### src/rtl/status_register_unit_pkg.sv
// Shared definitions for the 6502 processor status register: flag bit
// positions, explicit flag-op encodings and small helpers for building P.
package status_register_unit_pkg;

    // Bit positions inside P (C0 Z1 I2 D3 B4 -5 V6 N7)
    localparam int FLAG_C = 0;
    localparam int FLAG_Z = 1;
    localparam int FLAG_I = 2;
    localparam int FLAG_D = 3;
    localparam int FLAG_B = 4;
    localparam int FLAG_U = 5;
    localparam int FLAG_V = 6;
    localparam int FLAG_N = 7;

    // Bits 4 (B) and 5 (unused) exist only on the stack copy, never in P
    localparam logic [7:0] STORED_BITS = 8'hCF;
    localparam logic [7:0] UNUSED_ONE  = 8'h20;

    // Explicit flag instructions; every 3-bit code is defined
    typedef enum logic [2:0] {
        FOP_NOP = 3'd0,
        FOP_CLC = 3'd1,
        FOP_SEC = 3'd2,
        FOP_CLI = 3'd3,
        FOP_SEI = 3'd4,
        FOP_CLD = 3'd5,
        FOP_SED = 3'd6,
        FOP_CLV = 3'd7
    } flag_op_e;

    // Normalise a P image: bit5 reads as 1, bit4 reads as 0
    function automatic logic [7:0] fix_p(input logic [7:0] value);
        return (value & STORED_BITS) | UNUSED_ONE;
    endfunction

    // Derive N and Z from a load/transfer result, leaving other bits alone
    function automatic logic [7:0] apply_nz(input logic [7:0] p, input logic [7:0] value);
        logic [7:0] r;
        r         = p;
        r[FLAG_N] = value[7];
        r[FLAG_Z] = (value == 8'h00);
        return r;
    endfunction

    // Apply one explicit set/clear instruction
    function automatic logic [7:0] apply_flag_op(input logic [7:0] p, input flag_op_e op);
        logic [7:0] r;
        r = p;
        case (op)
            FOP_CLC: r[FLAG_C] = 1'b0;
            FOP_SEC: r[FLAG_C] = 1'b1;
            FOP_CLI: r[FLAG_I] = 1'b0;
            FOP_SEI: r[FLAG_I] = 1'b1;
            FOP_CLD: r[FLAG_D] = 1'b0;
            FOP_SED: r[FLAG_D] = 1'b1;
            FOP_CLV: r[FLAG_V] = 1'b0;
            default: r = p;
        endcase
        return r;
    endfunction

endpackage

### src/rtl/status_register_unit.sv
// 6502 status register P. Merges ALU flags, N/Z from load results, explicit
// flag instructions and interrupt entry into one registered update per clock;
// PLP/RTI loads override everything. Also forms the pushed P byte and the
// I copy used by IRQ sampling (optionally one cycle late, as on a real 6502).
module status_register_unit
    import status_register_unit_pkg::*;
#(
    parameter logic [7:0] RESET_P        = 8'h24,
    parameter bit         IRQ_MASK_DELAY = 1'b1
) (
    input  logic       clk,
    input  logic       rst_n,
    input  logic [7:0] alu_flags,
    input  logic [7:0] alu_mask,
    input  logic [2:0] flag_op,
    input  logic       nz_load,
    input  logic [7:0] nz_value,
    input  logic       p_load,
    input  logic [7:0] data_in,
    input  logic       irq_entry,
    input  logic       push_b,
    output logic [7:0] p_out,
    output logic [7:0] p_push,
    output logic       irq_mask
);

    logic [7:0] p_reg;
    logic [7:0] p_next;
    logic [7:0] p_merged;

    // Next P: a stack load wins outright; otherwise sources layer per bit,
    // each later source overriding an earlier one on the same bit.
    always_comb begin
        p_merged = (p_reg & ~alu_mask) | (alu_flags & alu_mask);
        if (nz_load) begin
            p_merged = apply_nz(p_merged, nz_value);
        end
        p_merged = apply_flag_op(p_merged, flag_op_e'(flag_op));
        if (irq_entry) begin
            p_merged[FLAG_I] = 1'b1;
        end

        if (p_load) begin
            p_next = fix_p(data_in);
        end else begin
            p_next = fix_p(p_merged);
        end
    end

    // P register; reset discards whatever update was pending
    always_ff @(posedge clk or negedge rst_n) begin
        if (!rst_n) begin
            p_reg <= fix_p(RESET_P);
        end else begin
            p_reg <= p_next;
        end
    end

    generate
        if (IRQ_MASK_DELAY) begin : g_delayed_i
            logic irq_mask_reg;

            // Delayed I: follows P[I] one clock late, except interrupt entry
            // masks immediately so a second IRQ cannot slip in.
            always_ff @(posedge clk or negedge rst_n) begin
                if (!rst_n) begin
                    irq_mask_reg <= 1'b1;
                end else if (!p_load && irq_entry) begin
                    irq_mask_reg <= 1'b1;
                end else begin
                    irq_mask_reg <= p_reg[FLAG_I];
                end
            end

            assign irq_mask = irq_mask_reg;
        end else begin : g_direct_i
            assign irq_mask = p_reg[FLAG_I];
        end
    endgenerate

    assign p_out  = p_reg;
    assign p_push = {p_reg[FLAG_N], p_reg[FLAG_V], 1'b1, push_b, p_reg[FLAG_D:FLAG_C]};

endmodule

### config.mk
export PLATFORM = sky130hd
export DESIGN_NAME = status_register_unit
export DESIGN_NICKNAME = d
export VERILOG_FILES = /design/src/rtl/status_register_unit_pkg.sv /design/src/rtl/status_register_unit.sv
export SDC_FILE = /design/constraint.sdc
export NUM_CORES = 1
export LEC_CHECK = 0
export ABC_AREA = 1
export CORE_MARGIN = 2
export CORE_UTILIZATION = 25
export DETAILED_ROUTE_END_ITERATION = 16
export PLACE_DENSITY = 0.81
export RECOVER_POWER = 25
export SLEW_MARGIN = 20
export SYNTH_ARGS = -nofsm -noshare
export SYNTH_HDL_FRONTEND = slang
export SYNTH_SLANG_ARGS = --single-unit
### constraint.sdc
create_clock -name clk -period 1.1 [get_ports clk]
set_clock_uncertainty 0.15 [all_clocks]
set_input_delay 0.22 -clock clk [delete_from_list [all_inputs] [get_ports clk]]
set_output_delay 0.22 -clock clk [all_outputs]
set_load 0.05 [all_outputs]
* Yosys cells after proc, flatten, opt, wreduce, memory -nomap -nowiden *
Cells that the tools add are included.

storage, ports and cells
  input port bits = 41
  word-level logic and storage cells = 24
  register bits = 9
  output and inout port bits = 17

operators by class
  muxes and demuxes = 8
  reductions and logical operators = 3
  bitwise logic cells = 4
  equality and inequality tests = 7

operators by type and width
  cell                number
  $and 8x8->8         2
  $mux 8              2
  $eq 3x3->1 const B  4
  $logic_not 8->1     1
  $not 8->8           1
  $or 8x8->8          1
  $eq 3x2->1 const B  2
  $pmux 1 s2          3
  $eq 3x1->1 const B  1
  $mux 1              3
  $logic_and 1x1->1   1
  $logic_not 1->1     1

* Longest topological paths before layout *
Gate-level depths: netlist of the first run.

  depth after elaboration = 7
  mapped depth = 6
  gate-level depth less buffers = 6

* Least setup slack after synthesis of the first run *
OpenSTA, ideal clock, no wires.

  path kind = register -> output
  start point = register p_reg[2], in the netlist p_out[2]
  end point = output p_push[2]
  data required time = 0.730 ns
  arrival time = 0.928 ns
  cell stages (with the launch flop) = 2
  slack = -0.198 ns
  buffers on the path = 1
  path through = dfstp_2 buf_4

RTL lines
  element                   line                        text
  start: declaration        status_register_unit.sv:27  logic [7:0] p_reg;
  start signal: assignment  status_register_unit.sv:53  p_reg <= fix_p(RESET_P);
  start signal: assignment  status_register_unit.sv:55  p_reg <= p_next;
  end: declaration          status_register_unit.sv:23  output logic [7:0] p_push,

No word-level cell between the ends.

* Final worst setup path of the first run *
  start point = register p_reg[2], in the netlist p_out[2]
  end point = output p_push[2]

No word-level cell between the ends.

==> results.sh, run 1 <==
export IMPL_ys_types=18
export IMPL_synth_top_family_by_area="simple AND/OR/NAND/NOR gates"
export IMPL_synthCells=85
export IMPL_syn_cell_area_um2=563
export IMPL_clkSinkCount=7
export IMPL_drv_cap=0
export IMPL_multiInputGateArea_um2=263
export IMPL_rows=17
export IMPL_timing_setup_tns_ns=-2.16
export IMPL_synthAdderAreaFrac_pct=0
export IMPL_grt_use_total_pct=14.1
export IMPL_io_buffer_count=46
export IMPL_violations="negative setup slack"
export IMPL_fp_dieW_um=51.5
export IMPL_setup_ws_ns=-0.277
export IMPL_fmax_ghz=0.726
export IMPL_drive_above_1_share_pct=35.6
export IMPL_holdCritPathClass="in2async"
export IMPL_firstDrtPassIters=4
export IMPL_timing_final_crit_share_pct=125
export IMPL_wirelength_um=1760
export IMPL_final_setup_viol_count=14
export IMPL_mostFrequentLayoutCell="clkdlybuf4s50_1"
export IMPL_worst_setup_path_type="reg2out"
export IMPL_synthToLayoutAreaGrowth_pct=114
export IMPL_antenna_found_initial=0
export IMPL_routed_via_density=4.23
export IMPL_cts_tree="built"
export IMPL_cts_buffers=3
export IMPL_drc=0
export IMPL_start_util_pct=26.0
export IMPL_leakagePower_nw=0.568
export IMPL_yosys_area_share_simple_pct=27.8
export IMPL_yosysWarningCount=0
export IMPL_seq_area_frac_synth_pct=31.6
export IMPL_n_fill_cell=201
export IMPL_drv_slew=0
export IMPL_period_minus_slack_ns=1.38
export IMPL_clock_root_buffer="clkbuf_4"
export IMPL_coreArea_um2=2170
export IMPL_insertedDiodeCount=0
export IMPL_status="finished, violations left"
export IMPL_seq_area_um2=184
export IMPL_drt_iter0_drc=8
export IMPL_arrival_ns=1.01
export IMPL_crit_path_end_kind="primary output"
export IMPL_htreeDepth=1
export IMPL_insertion_delay_ns=0.26
export IMPL_cp_num_buf_inv=1
export IMPL_syn_area_per_cell_um2=6.62
export IMPL_ys_ff_latch=7
export IMPL_crit_path_max_fanout=3
export IMPL_grt_max_degree=10
export IMPL_worstPathCellList="buf_12"
export IMPL_rsz0062_at_grt="true"
export IMPL_layout_common_cells="clkdlybuf4s50_1, nand2_1, buf_12"
export IMPL_place_hpwl_um=1450
export IMPL_avgRoutedWirePerCell_um=11.0
export IMPL_synth_compound_area_share_pct=15.3
export IMPL_grt_pass1_wl_um=2680
export IMPL_clock_path_buffers=2
export IMPL_max_stage_delay_ns=0.60
export IMPL_ir_drop_v=0.000614
export IMPL_antenna_left=0
export IMPL_gr_total_overflow=0
export IMPL_final_hold_violation_count=0
export IMPL_clkSlewWorstSetupHoldPaths_ns=0.05
export IMPL_cp_top_family="flip-flops"
export IMPL_dp_slack_ns=-0.364
export IMPL_chipHeight_um=51.5
export IMPL_gp_congestion=0.752
export IMPL_cp_slowest_cell="dfstp_2"
export IMPL_grt_pass1_vias=639
export IMPL_nets=174
export IMPL_synth_xor_area_share_pct=0
export IMPL_num_vias=676
export IMPL_critPathLaunchType="flop"
export IMPL_required_ns=0.73
export IMPL_p_per_area_nw_per_um2=987
export IMPL_dieArea_um2=2650
export IMPL_pin_count=58
export IMPL_power_total_w=0.00119
export IMPL_synthMuxAreaShare_pct=0
[cells in the mapped netlist, drive strengths merged]
cell type | n | share of area [%]
o211ai | 2 | 3.6
inv | 16 | 11
dfstp | 2 | 9.3
nor3 | 1 | 0.89
buf | 10 | 13
a21oi | 5 | 6.4
conb | 2 | 1.3
dfrtp | 5 | 22
nand2 | 16 | 11
nand3 | 7 | 6.2
nor2 | 13 | 9.6
o21ai | 6 | 5.3
[cell type report]
type / count / area share [%]
repair buffers: 51 / 52.1
multi-input cells: 53 / 21.8
flip-flops and latches: 7 / 15.2
inverters: 16 / 5.18
well taps: 28 / 2.90
clock buffers: 4 / 2.18
repair inverters: 1 / 0.622
[metrics by stage]
stage                     hold slack (ns)  instance area, µm²  instances  util (%)
final                               0.146                1210        160      55.7
after floorplan                    -0.226                 599         86         -
after detailed placement            0.291                1150        154      53.2
after global routing                0.177                1210        160      55.7
after global placement              0.291                1150        154      53.2
after CTS                          0.0823                1190        159      54.9
[worst reg2reg max path: stages, from the launching register on]
cell and delay [ns]:
dfstp_2 0.60, inv_2 0.06, o21ai_2 0.12, nand2_1 0.07
a21oi_2 0.11
[power by group]
group          leakage (nW)  internal, W  switching (W)
Combinational         0.479     0.000318       0.000298
Sequential           0.0743     0.000290      0.0000434
Clock                0.0150     0.000139       0.000102
[routing by layer]
metal / wire length [µm] / track usage (%) / up-vias
met5: 0 / 0 / -
met4: 23 / 7.46 / 0
met3: 156 / 5.56 / 4
met2: 977 / 26.7 / 31
met1: 603 / 12.6 / 298
li1: - / - / 343
[cells by family (layout without fill, tap and decap cells)]
kind of cell	after synthesis	in the layout
compound gates	13	13
buf+inv	26	72
flops	7	7
other cells	2	3
simple gates	37	37
[worst paths after layout]
| path | from | end | slack (ns) | depth (start not counted) |
|---|---|---|---|---|
| min in group clk | nz_load | flop | 0.27 | 3 |
| setup / recovery | p_out[2] | p_push[2] | -0.28 | 1 |
| setup reg to reg | p_out[2] | p_out[2] | -0.07 | 4 |
| hold reg to reg | p_out[2] | irq_mask | 0.46 | 3 |
| hold / removal | rst_n | p_out[6] | 0.15 | 1 |
| max in group asynchronous | rst_n | irq_mask | 0.36 | 1 |
[what timing repair did]
item / in CTS / in global routing
pin swaps: 0 / 4
gates resized for setup: 7 / 7
hold buffers: 0 / 0
gates cloned: 0 / 1
buffers inserted: 1 / 0
endpoints found under the setup margin: 19 / 20
(Power assumes the default switching activity.)
==> run 2: changes to the inputs <==
--- a/config.mk
+++ b/config.mk
@@ -9,9 +9,10 @@
 export CORE_MARGIN = 2
 export CORE_UTILIZATION = 25
 export DETAILED_ROUTE_END_ITERATION = 16
+export GPL_TIMING_DRIVEN = 0
 export PLACE_DENSITY = 0.81
 export RECOVER_POWER = 25
-export SLEW_MARGIN = 20
+export SLEW_MARGIN = 0
 export SYNTH_ARGS = -nofsm -noshare
 export SYNTH_HDL_FRONTEND = slang
 export SYNTH_SLANG_ARGS = --single-unit
==> run 2 against run 1 <==
  * The run still ends with negative setup slack left
  * Die area stayed put
  * Fmax is 3.0% lower
  * Cell area decreased by 4.2%
  * Total power down 4.4%
  * Sequential share of layout area grew 0.68 points
  * Register-to-register slack better by 0.06 ns
  * Combinational power fell by 6.0%
  * Clock power is essentially flat
  * Clock-buffer cell count unchanged
  * Core utilization is 2.4 points lower
  * Critical endpoint unchanged
==> results.sh, run 2 (synthesis results as in run 1) <==
export IMPL_insertion_delay_ns=0.26
export IMPL_synthToLayoutAreaGrowth_pct=105
export IMPL_grt_use_total_pct=13.3
export IMPL_drive_above_1_share_pct=35.8
export IMPL_grt_pass1_wl_um=2570
export IMPL_drt_iter0_drc=11
export IMPL_setup_ws_ns=-0.320
export IMPL_layout_common_cells="clkdlybuf4s50_1, nand2_1, buf_6"
export IMPL_htreeDepth=1
export IMPL_rsz0062_at_grt="true"
export IMPL_chipHeight_um=51.5
export IMPL_leakagePower_nw=0.555
export IMPL_critPathLaunchType="flop"
export IMPL_dieArea_um2=2650
export IMPL_cts_tree="built"
export IMPL_avgRoutedWirePerCell_um=9.76
export IMPL_pin_count=58
export IMPL_finalHoldWorstSlack_ns=0.138
export IMPL_antenna_left=0
export IMPL_place_hpwl_um=1370
export IMPL_drv_cap=0
export IMPL_timing_final_crit_share_pct=129
export IMPL_ir_drop_v=0.000601
export IMPL_power_total_w=0.00114
export IMPL_routed_via_density=4.19
export IMPL_clkSlewWorstSetupHoldPaths_ns=0.05
export IMPL_clock_path_buffers=2
export IMPL_antenna_found_initial=0
export IMPL_required_ns=0.73
export IMPL_mostFrequentLayoutCell="clkdlybuf4s50_1"
export IMPL_gp_congestion=0.760
export IMPL_n_fill_cell=220
export IMPL_nets=179
export IMPL_rows=17
export IMPL_holdCritPathClass="in2async"
export IMPL_violations="negative setup slack"
export IMPL_grt_max_degree=10
export IMPL_seq_area_um2=184
export IMPL_crit_path_max_fanout=3
export IMPL_wirelength_um=1610
export IMPL_grt_pass1_vias=661
export IMPL_status="finished, violations left"
export IMPL_final_hold_violation_count=0
export IMPL_fp_dieW_um=51.5
export IMPL_p_per_area_nw_per_um2=985
export IMPL_multiInputGateArea_um2=258
export IMPL_arrival_ns=1.05
export IMPL_coreArea_um2=2170
export IMPL_cts_buffers=3
export IMPL_num_vias=691
export IMPL_fmax_ghz=0.704
export IMPL_worst_setup_path_type="reg2out"
export IMPL_io_buffer_count=47
export IMPL_drc=0
export IMPL_start_util_pct=26.0
export IMPL_firstDrtPassIters=4
export IMPL_period_minus_slack_ns=1.42
export IMPL_clock_root_buffer="clkbuf_4"
export IMPL_clkSinkCount=7
export IMPL_final_setup_viol_count=14
export IMPL_insertedDiodeCount=0
export IMPL_crit_path_end_kind="primary output"
export IMPL_gr_total_overflow=0
export IMPL_drv_slew=0
==> run 2: stage by stage <==
stage | utilization [%] | setup WS (ns) | setup TNS (ns) | std cells | instance area, µm²
2_1_floorplan | - | -0.157 | -0.305 | 86 | 599
3_3_place_gp | 50.9 | -0.692 | -8.58 | 161 | 1100
3_5_place_dp | 50.9 | -0.689 | -8.76 | 161 | 1100
4_1_cts | 53.1 | -0.328 | -2.52 | 165 | 1150
5_1_grt | 53.3 | -0.360 | -2.87 | 165 | 1160
6_report | 53.3 | -0.320 | -2.40 | 165 | 1160
==> run 2: worst max-delay path: stages, from the launching register on <==
cell	delay, ns
dfstp_2	0.56
buf_8	0.10
buf_8	0.13
==> run 2: cell type report <==
class / instances / share of cell area (%)
buffer: 10 / 8.77
clock buffer: 4 / 2.27
inverter: 16 / 5.41
multi-input combinational: 53 / 22.3
sequential: 7 / 15.9
tap: 28 / 3.03
timing repair buffer: 47 / 42.3
==> run 2: metal layers <==
layer  up-vias  part of all wire (%)  routed length [µm]  GRT usage, %
met5         -                     0                   0             0
met3         2                   9.5                 153          7.02
met4         0                  0.99                  16          4.82
met1       301                    34                 546          11.7
met2        33                    56                 894          25.2
li1        355                     -                   -             -
==> run 2: what timing repair did <==
| action | 4_1_cts | 5_1_grt |
|---|---|---|
| hold buffers | 0 | 0 |
| cloned | 0 | 0 |
| pin swaps | 0 | 3 |
| endpoints found under the setup margin | 19 | 15 |
| gates resized for setup | 102 | 3 |
| setup buffers | 0 | 0 |
==> run 2: worst paths after layout <==
| kind | startpoint | end | slack [ns] | cells after the start |
|---|---|---|---|---|
| max reg2reg | p_out[2] | p_out[2] | -0.01 | 4 |
| min | rst_n | asynchronous set/reset pin | 0.14 | 1 |
| min reg2reg | p_out[2] | irq_mask | 0.38 | 2 |
| max in group asynchronous | rst_n | irq_mask | 0.38 | 1 |
| min in group clk | nz_load | flop | 0.25 | 3 |
| max | p_out[2] | p_push[2] | -0.32 | 2 |
==> run 2: power breakdown <==
group	leakage [nW]	internal (W)	switching, W	total, W
clock	0.0150	0.000139	0.000103	0.000242
combinational	0.466	0.000274	0.000306	0.000580
sequential	0.0743	0.000290	0.0000268	0.000316
total	0.555	0.000703	0.000436	0.00114
==> run 3: changes to the inputs <==
--- a/config.mk
+++ b/config.mk
@@ -10,7 +10,7 @@
 export CORE_UTILIZATION = 25
 export DETAILED_ROUTE_END_ITERATION = 16
 export GPL_TIMING_DRIVEN = 0
-export PLACE_DENSITY = 0.81
+export PLACE_DENSITY_LB_ADDON = 0.1
 export RECOVER_POWER = 25
 export SLEW_MARGIN = 0
 export SYNTH_ARGS = -nofsm -noshare
==> run 3 against run 2 <==
  * The flow still finishes with violations (negative setup slack)
  * Cell count increased by 1.8%
  * Clock-buffer cell count did not move
  * Total power increased by 2.4%
  * Largest cell class unchanged
  * Largest power group unchanged
  * Highest routed layer unchanged
==> results.sh, run 3 (synthesis results as in run 1) <==
export IMPL_clkSlewWorstSetupHoldPaths_ns=0.05
export IMPL_period_minus_slack_ns=1.41
export IMPL_gr_total_overflow=0
export IMPL_timing_setup_tns_ns=-2.55
export IMPL_critPathLaunchType="flop"
export IMPL_drt_iter0_drc=5
export IMPL_layout_common_cells="clkdlybuf4s50_1, nand2_1, buf_6"
export IMPL_gp_congestion=0.685
export IMPL_cts_tree="built"
export IMPL_pin_count=58
export IMPL_chipHeight_um=51.5
export IMPL_fin_area_um2=1210
export IMPL_coreArea_um2=2170
export IMPL_final_hold_violation_count=0
export IMPL_finalHoldWorstSlack_ns=0.141
export IMPL_htreeDepth=1
export IMPL_power_total_w=0.00117
export IMPL_synthToLayoutAreaGrowth_pct=115
export IMPL_dieArea_um2=2650
export IMPL_start_util_pct=26.0
export IMPL_power_frac_comb_pct=52.7
export IMPL_rsz0062_at_grt="true"
export IMPL_setup_ws_ns=-0.312
export IMPL_p_per_area_nw_per_um2=963
export IMPL_worst_setup_path_type="reg2out"
export IMPL_seqPwrFrac_pct=27.2
export IMPL_clock_root_buffer="clkbuf_4"
export IMPL_drc=0
export IMPL_required_ns=0.73
export IMPL_arrival_ns=1.04
export IMPL_nets=182
export IMPL_place_hpwl_um=1310
export IMPL_wirelength_um=1600
export IMPL_clock_path_buffers=2
export IMPL_status="finished, violations left"
export IMPL_final_setup_viol_count=14
export IMPL_grt_pass1_vias=626
export IMPL_antenna_left=0
export IMPL_switchingPower_w=0.000439
export IMPL_internal_power_w=0.000727
export IMPL_drive_above_1_share_pct=40.0
export IMPL_clkPwrFrac_pct=20.0
export IMPL_insertedDiodeCount=0
export IMPL_firstDrtPassIters=3
export IMPL_rows=17
export IMPL_ir_drop_v=0.000578
export IMPL_cts_buffers=3
export IMPL_holdCritPathClass="in2async"
export IMPL_crit_path_max_fanout=3
export IMPL_avgRoutedWirePerCell_um=9.55
export IMPL_place_area_um2=1100
export IMPL_leakagePower_nw=0.583
export IMPL_drv_cap=0
export IMPL_routed_via_density=4.13
export IMPL_reg2regPathDepth=6
export IMPL_io_buffer_count=47
export IMPL_p_sw_share_pct=37.6
export IMPL_utilization_pct=55.8
export IMPL_fp_dieW_um=51.5
export IMPL_drv_slew=0
export IMPL_antenna_found_initial=0
export IMPL_grt_use_total_pct=12.6
export IMPL_grt_pass1_wl_um=2460
export IMPL_hold_buffers=0
export IMPL_fmax_ghz=0.708
export IMPL_timing_final_crit_share_pct=128
export IMPL_crit_path_end_kind="primary output"
export IMPL_clkSinkCount=7
export IMPL_num_vias=694
export IMPL_violations="negative setup slack"
export IMPL_insertion_delay_ns=0.25
export IMPL_mostFrequentLayoutCell="clkdlybuf4s50_1"
export IMPL_grt_max_degree=10
==> run 3: changes by cell type in the layout (fill, tap and decap cells not counted), sizes merged <==
cell / change
buf: +3
dlymetal6s2s: +1
dlygate4sd2: -1
==> run 3: stage by stage <==
stage / setup slack, ns / std cells
final: -0.312 / 168
after global routing: -0.353 / 168
after CTS: -0.327 / 166
after detailed placement: -0.701 / 161
after global placement: -0.690 / 161
after floorplan: -0.157 / 86
==> run 3: worst max-delay path, stage by stage (launching register included) <==
cell	delay (ns)
dfstp_2	0.56
buf_8	0.10
buf_8	0.13
==> run 3: power groups by stage <==
stage	Combinational, W	Sequential (W)	Clock (W)
2_1_floorplan	0.000239	0.000399	0
3_3_place_gp	0.000555	0.000315	0
3_5_place_dp	0.000560	0.000317	0
4_1_cts	0.000582	0.000317	0.000243
5_1_grt	0.000650	0.000320	0.000274
6_report	0.000615	0.000317	0.000234
==> run 3: area by class of cell <==
class                      count  area (µm²)
buffer                        10         101
clock buffer                   4        26.3
fill                         228         960
inverter                      16        62.6
multi-input combinational     53         270
sequential                     7         184
tap                           28        35.0
timing repair buffer          50         531
==> run 3: metal layers <==
metal / vias to the layer above / global-route usage (%) / part of all wire [%]
li1: 358 / - / -
met3: 5 / 4.68 / 7.2
met4: 0 / 5.26 / 1.6
met2: 26 / 20.9 / 55
met1: 305 / 14.4 / 36
met5: - / 0 / 0
==> run 3: repair_timing <==
item                                    CTS  global route
endpoints found under the setup margin   19            16
buffers inserted                          1             2
resized for setup                       101            12
pin swaps                                 0             4
gates cloned                              0             0
==> run 3: worst paths after layout <==
check	from	endpoint	slack (ns)
min in group clk	nz_load	flop	0.15
min reg2reg	p_out[6]	p_out[6]	0.49
max reg2reg	p_out[2]	p_out[2]	-0.19
min	rst_n	asynchronous set/reset pin	0.14
max in group asynchronous	rst_n	irq_mask	0.37
max	p_out[2]	p_push[2]	-0.31
==> edit 1 (flow settings as in run 2) <==
Set the parameter `IRQ_MASK_DELAY` to 1'b0 (it was 1'b1).
--- a/src/rtl/status_register_unit.sv
+++ b/src/rtl/status_register_unit.sv
@@ -8,3 +8,3 @@
     parameter logic [7:0] RESET_P        = 8'h24,
-    parameter bit         IRQ_MASK_DELAY = 1'b1
+    parameter bit         IRQ_MASK_DELAY = 1'b0
 ) (
Formal check against the unedited RTL: not equivalent (a bounded check fails within 4 cycles, from zero or initial values and one cycle with rst_n low).
==> edit 1 against run 2 <==
The run still ends with negative setup slack left. Sequential cell count decreased by 1. Synthesized area decreased by 9.6%. Clock power decreased by 12%. Routed wire length increased by 7.1%. Setup slack got worse by 0.068 ns. Total power decreased by 3.6%. Global-route usage increased by 1.1 points. Final area decreased by 0.22%. Register-to-register slack got worse by 0.15 ns. Critical path depth unchanged. Critical path type unchanged.
==> edit 1: results (changes against run 2) <==
metric,value,unit,change
VDD IR max,0.000409,V,was 0.000601 V
"Max FO, Critical Path",4,,was 3
pin count of the biggest net entering global routing,9,,was 10
first-pass GRT wire length,2730,microns,was 2570 microns
wl on met1,589,microns,was 546 microns
Final Net Count,175,,was 179
Clock Latency Late Sink,0.23,ns,was 0.26 ns
met2 wire len,1050,microns,was 894 microns
"top cells by area, synth","dfrtp_1 (25%), buf_4 (16%), nand2_1 (10%), nor2_1 (9.6%), inv_1 (7.4%)",,"was dfrtp_1 (22%), buf_4 (13%), nand2_1 (10%), dfstp_2 (9.3%), nor2_1 (7.3%)"
dpl hpwl,1450,microns,was 1370 microns
outcome,"finished, violations left",,unchanged
CTS Root Cell,clkbuf_4,,unchanged
Post-synth top cells,"nand2_1 (14), nor2_1 (13), buf_4 (11), inv_1 (10)",,"was nand2_1 (15), nor2_1 (11), buf_4 (10), inv_1 (10), nand3_1 (7)"
Synth Area in Compound Gates,12.8,%,was 15.3%
synth unique cells,15,,was 18
met3 wire length,82,microns,was 153 microns
"Seq/Total Area, Yosys",29.7,%,was 31.6%
CP peak stage delay,0.64,ns,was 0.56 ns
Filler Cells Inserted,182,,was 220
worst endpoint data arrival time,1.12,ns,was 1.05 ns
Final Setup Violations,14,,unchanged
dpl ws,-0.776,ns,was -0.689 ns
failing checks,negative setup slack,,unchanged
vias in the first global route,667,,was 661
share of cells above drive strength 1,36.1,%,was 35.8%
post-synthesis mux area share,1.97,%,was 0%
setup ws final,-0.388,ns,was -0.320 ns
total global-route track usage,14.4,%,was 13.3%
Post-DP Area,0.00106,sq mm,was 0.00110 sq mm
"FF+latch count, synth",6,,was 7
gpl congestion,0.648,,was 0.760
uppermost layer routed,met3,,was met4
LEAKAGE,0.566,nW,was 0.555 nW
-- edit 1: report_power, final --
part,total (mW),switching (mW),internal [mW],leakage (nW)
combinational,0.608,0.318,0.290,0.486
sequential,0.275,0.0250,0.250,0.0643
clock,0.214,0.0765,0.137,0.0150
total,1.10,0.420,0.677,0.566
-- edit 1: cell type report --
cell class | count | area, sq um | area share (%)
buffer | 9 | 90.1 | 7.81
sequential | 6 | 161 | 14.0
clock buffer | 4 | 26.3 | 2.28
inverter | 13 | 48.8 | 4.23
tap | 27 | 33.8 | 2.93
multi-input combinational | 52 | 265 | 23.0
timing repair buffer | 49 | 528 | 45.8
-- edit 1: critical path: cells and delay by family, from the launching register on --
family   cells  cell delay (ns)
flops        1             0.64
buf+inv      2             0.23
-- edit 1: metal layers --
layer / track usage (%) / up-vias
met1: 14.9 / 294
met3: 0.920 / 0
met4: 9.05 / 0
met2: 27.7 / 25
li1: - / 340
met5: 0 / -
-- edit 1: worst paths after layout --
kind	slack, ns	startpoint	to	depth (start not counted)
min	0.14	rst_n	asynchronous set/reset pin	1
max	-0.39	p_out[2]	p_push[2]	2
min reg2reg	0.58	p_out[2]	p_out[2]	4
max reg2reg	-0.16	p_out[2]	p_out[2]	4
min in group clk	0.15	nz_load	register	3
max in group asynchronous	0.40	rst_n	p_out[2]	1
-- edit 1: through the flow --
stage                     cells  power, mW  setup TNS (ns)
after floorplan              82      0.592          -0.464
after global placement      156      0.819           -8.74
after detailed placement    156      0.833           -9.03
after CTS                   160       1.08           -2.72
after global routing        160       1.15           -3.01
final                       160       1.10           -2.65
-- edit 1: repair_timing --
item | CTS | global route
setup endpoints to repair | 18 | 19
pin swaps | 1 | 7
hold buffers | 0 | 0
setup buffers | 2 | 0
gates resized for setup | 106 | 14
==> edit 2 (settings of run 2) <==
Without the edit above. Put one more register stage on the output `p_out`, with the module's reset. The value now appears one clock later. The other outputs are not delayed to match.
--- a/src/rtl/status_register_unit.sv
+++ b/src/rtl/status_register_unit.sv
@@ -80,3 +80,9 @@
 
-    assign p_out  = p_reg;
+    always_ff @(posedge clk or negedge rst_n) begin
+        if (!rst_n) begin
+            p_out <= '0;
+        end else begin
+            p_out <= p_reg;
+        end
+    end
     assign p_push = {p_reg[FLAG_N], p_reg[FLAG_V], 1'b1, push_b, p_reg[FLAG_D:FLAG_C]};
Formal check against the unedited RTL: not equivalent (Yosys sat finds a counterexample within 4 cycles, from zero or initial values and one cycle with rst_n low).
==> edit 2 against run 2 <==
The flow still finishes with violations (negative setup slack). Count of clock-buffer cells in the layout unchanged. Setup slack better by 0.079 ns. Clock power grew 18%. Hold slack got worse by 0.019 ns. Sequential cell count is 7 higher. Total power grew 27%. Non-clock buffer count is the same. Final area increased by 12%. Routed wire length is 9.9% higher. Synthesized area rose by 18%. Core utilization fell by 1.3 points. Largest cell class unchanged.
==> edit 2: results (changes against run 2) <==
metric,value,unit,change
failing checks,negative setup slack,,unchanged
clock tree buffer depth,2,,unchanged
r2r worst-path depth,5,,was 4
Filler Cells Inserted,243,,was 220
Post-synth top cells,"nand2_1 (17), nor2_1 (14), dfrtp_1 (12), inv_1 (10)",,"was nand2_1 (15), nor2_1 (11), buf_4 (10), inv_1 (10), nand3_1 (7)"
I/O Buffers,48,,was 47
Post-Route WL,1770,microns,was 1610 microns
sw power,493,uW,was 436 uW
Clock transition at path regs,0.08,ns,was 0.05 ns
Post CTS Setup Buffer Count,6,,was 0
vias per cell,4.12,,was 4.19
HP Class,input port to register,,was input port to asynchronous set/reset pin
"Seq/Total Area, Yosys",53.3,%,was 31.6%
worst r2r src,p_reg[2],,was p_out[2]
Final Net Count,186,,was 179
1st-iter DRT viols,12,,was 11
share of cells above drive strength 1,32.6,%,was 35.8%
setup ws final,-0.240,ns,was -0.320 ns
"top cells by area, synth","dfrtp_1 (45%), nand2_1 (9.6%), dfstp_2 (7.9%), nor2_1 (7.9%), inv_1 (5.7%)",,"was dfrtp_1 (22%), buf_4 (13%), nand2_1 (10%), dfstp_2 (9.3%), nor2_1 (7.3%)"
Final Cycle Share,122,%,was 129%
Async SR Flop Fraction,100,%,unchanged
gpl congestion,0.804,,was 0.760
VDD IR max,0.000653,V,was 0.000601 V
hold slack,0.119,ns,was 0.138 ns
LEAKAGE,0.613,nW,was 0.555 nW
first-pass GRT wire length,3020,microns,was 2570 microns
Final Setup Violations,17,,was 14
vias in the first global route,728,,was 661
WHS Path Cells,3,,
worst endpoint data arrival time,0.97,ns,was 1.05 ns
"Max FO, Critical Path",2,,was 3
synth unique cells,15,,was 18
dpl ws,-0.613,ns,was -0.689 ns
Synth Area in Compound Gates,9.45,%,was 15.3%
dpl hpwl,1430,microns,was 1370 microns
Synth top area share,45.4,%,was 22.2%
pin count of the biggest net entering global routing,15,,was 10
total global-route track usage,12.4,%,was 13.3%
Post-DP Area,0.00119,sq mm,was 0.00110 sq mm
R2R Setup Slk,-0.12,ns,was -0.01 ns
reg2reg end,p_reg[2],,was p_out[2]
outcome,"finished, violations left",,unchanged
-- edit 2: changes by cell type after synthesis, sizes merged --
cell and change:
buf -7, a21oi -1, o21ai +1, nor2 +3
nand3 -1, dfrtp +7, nand2 +1, inv -2
o211ai -1
-- edit 2: power groups by stage --
stage / registers [mW] / clock network (mW) / logic (mW)
2_1_floorplan: 0.765 / 0 / 0.100
3_3_place_gp: 0.600 / 0 / 0.506
3_5_place_dp: 0.601 / 0 / 0.514
4_1_cts: 0.598 / 0.296 / 0.577
5_1_grt: 0.601 / 0.333 / 0.605
6_report: 0.596 / 0.286 / 0.569
-- edit 2: through the flow --
stage	total power [mW]	utilization, %	cells	TNS, ns
floorplan	0.865	-	86	-0.123
global placement	1.11	47.6	164	-9.19
detailed placement	1.12	47.6	164	-9.59
CTS	1.47	52.1	174	-1.75
global route	1.54	52.0	174	-2.41
finish	1.45	52.0	174	-1.56
-- edit 2: how the worst max path moves through the flow --
stage | startpoint | end | slack (ns) | cells past startpoint
2_1_floorplan | p_reg[2] | p_reg[2] | -0.12 | 4
3_3_place_gp | p_reg[2] | p_push[2] | -0.61 | 1
3_5_place_dp | p_reg[2] | p_push[2] | -0.61 | 1
4_1_cts | p_reg[2] | p_push[2] | -0.25 | 1
5_1_grt | p_reg[2] | p_push[2] | -0.27 | 1
6_report | p_reg[2] | p_push[2] | -0.24 | 1
-- edit 2: area by class of cell --
cell class	instances	area share, %
repair buffers	54	40.8
flip-flops and latches	14	27.6
multi-input cells	55	20.7
inverters	14	4.23
well taps	30	2.89
clock buffers	4	2.02
plain buffers	3	1.73
-- edit 2: layer usage --
layer,vias to the layer above,GRT usage (%),share of wire [%]
met5,-,0,0
li1,376,-,-
met3,2,1.17,6.1
met4,0,6.27,1.6
met2,35,23.1,52
met1,304,13.7,40
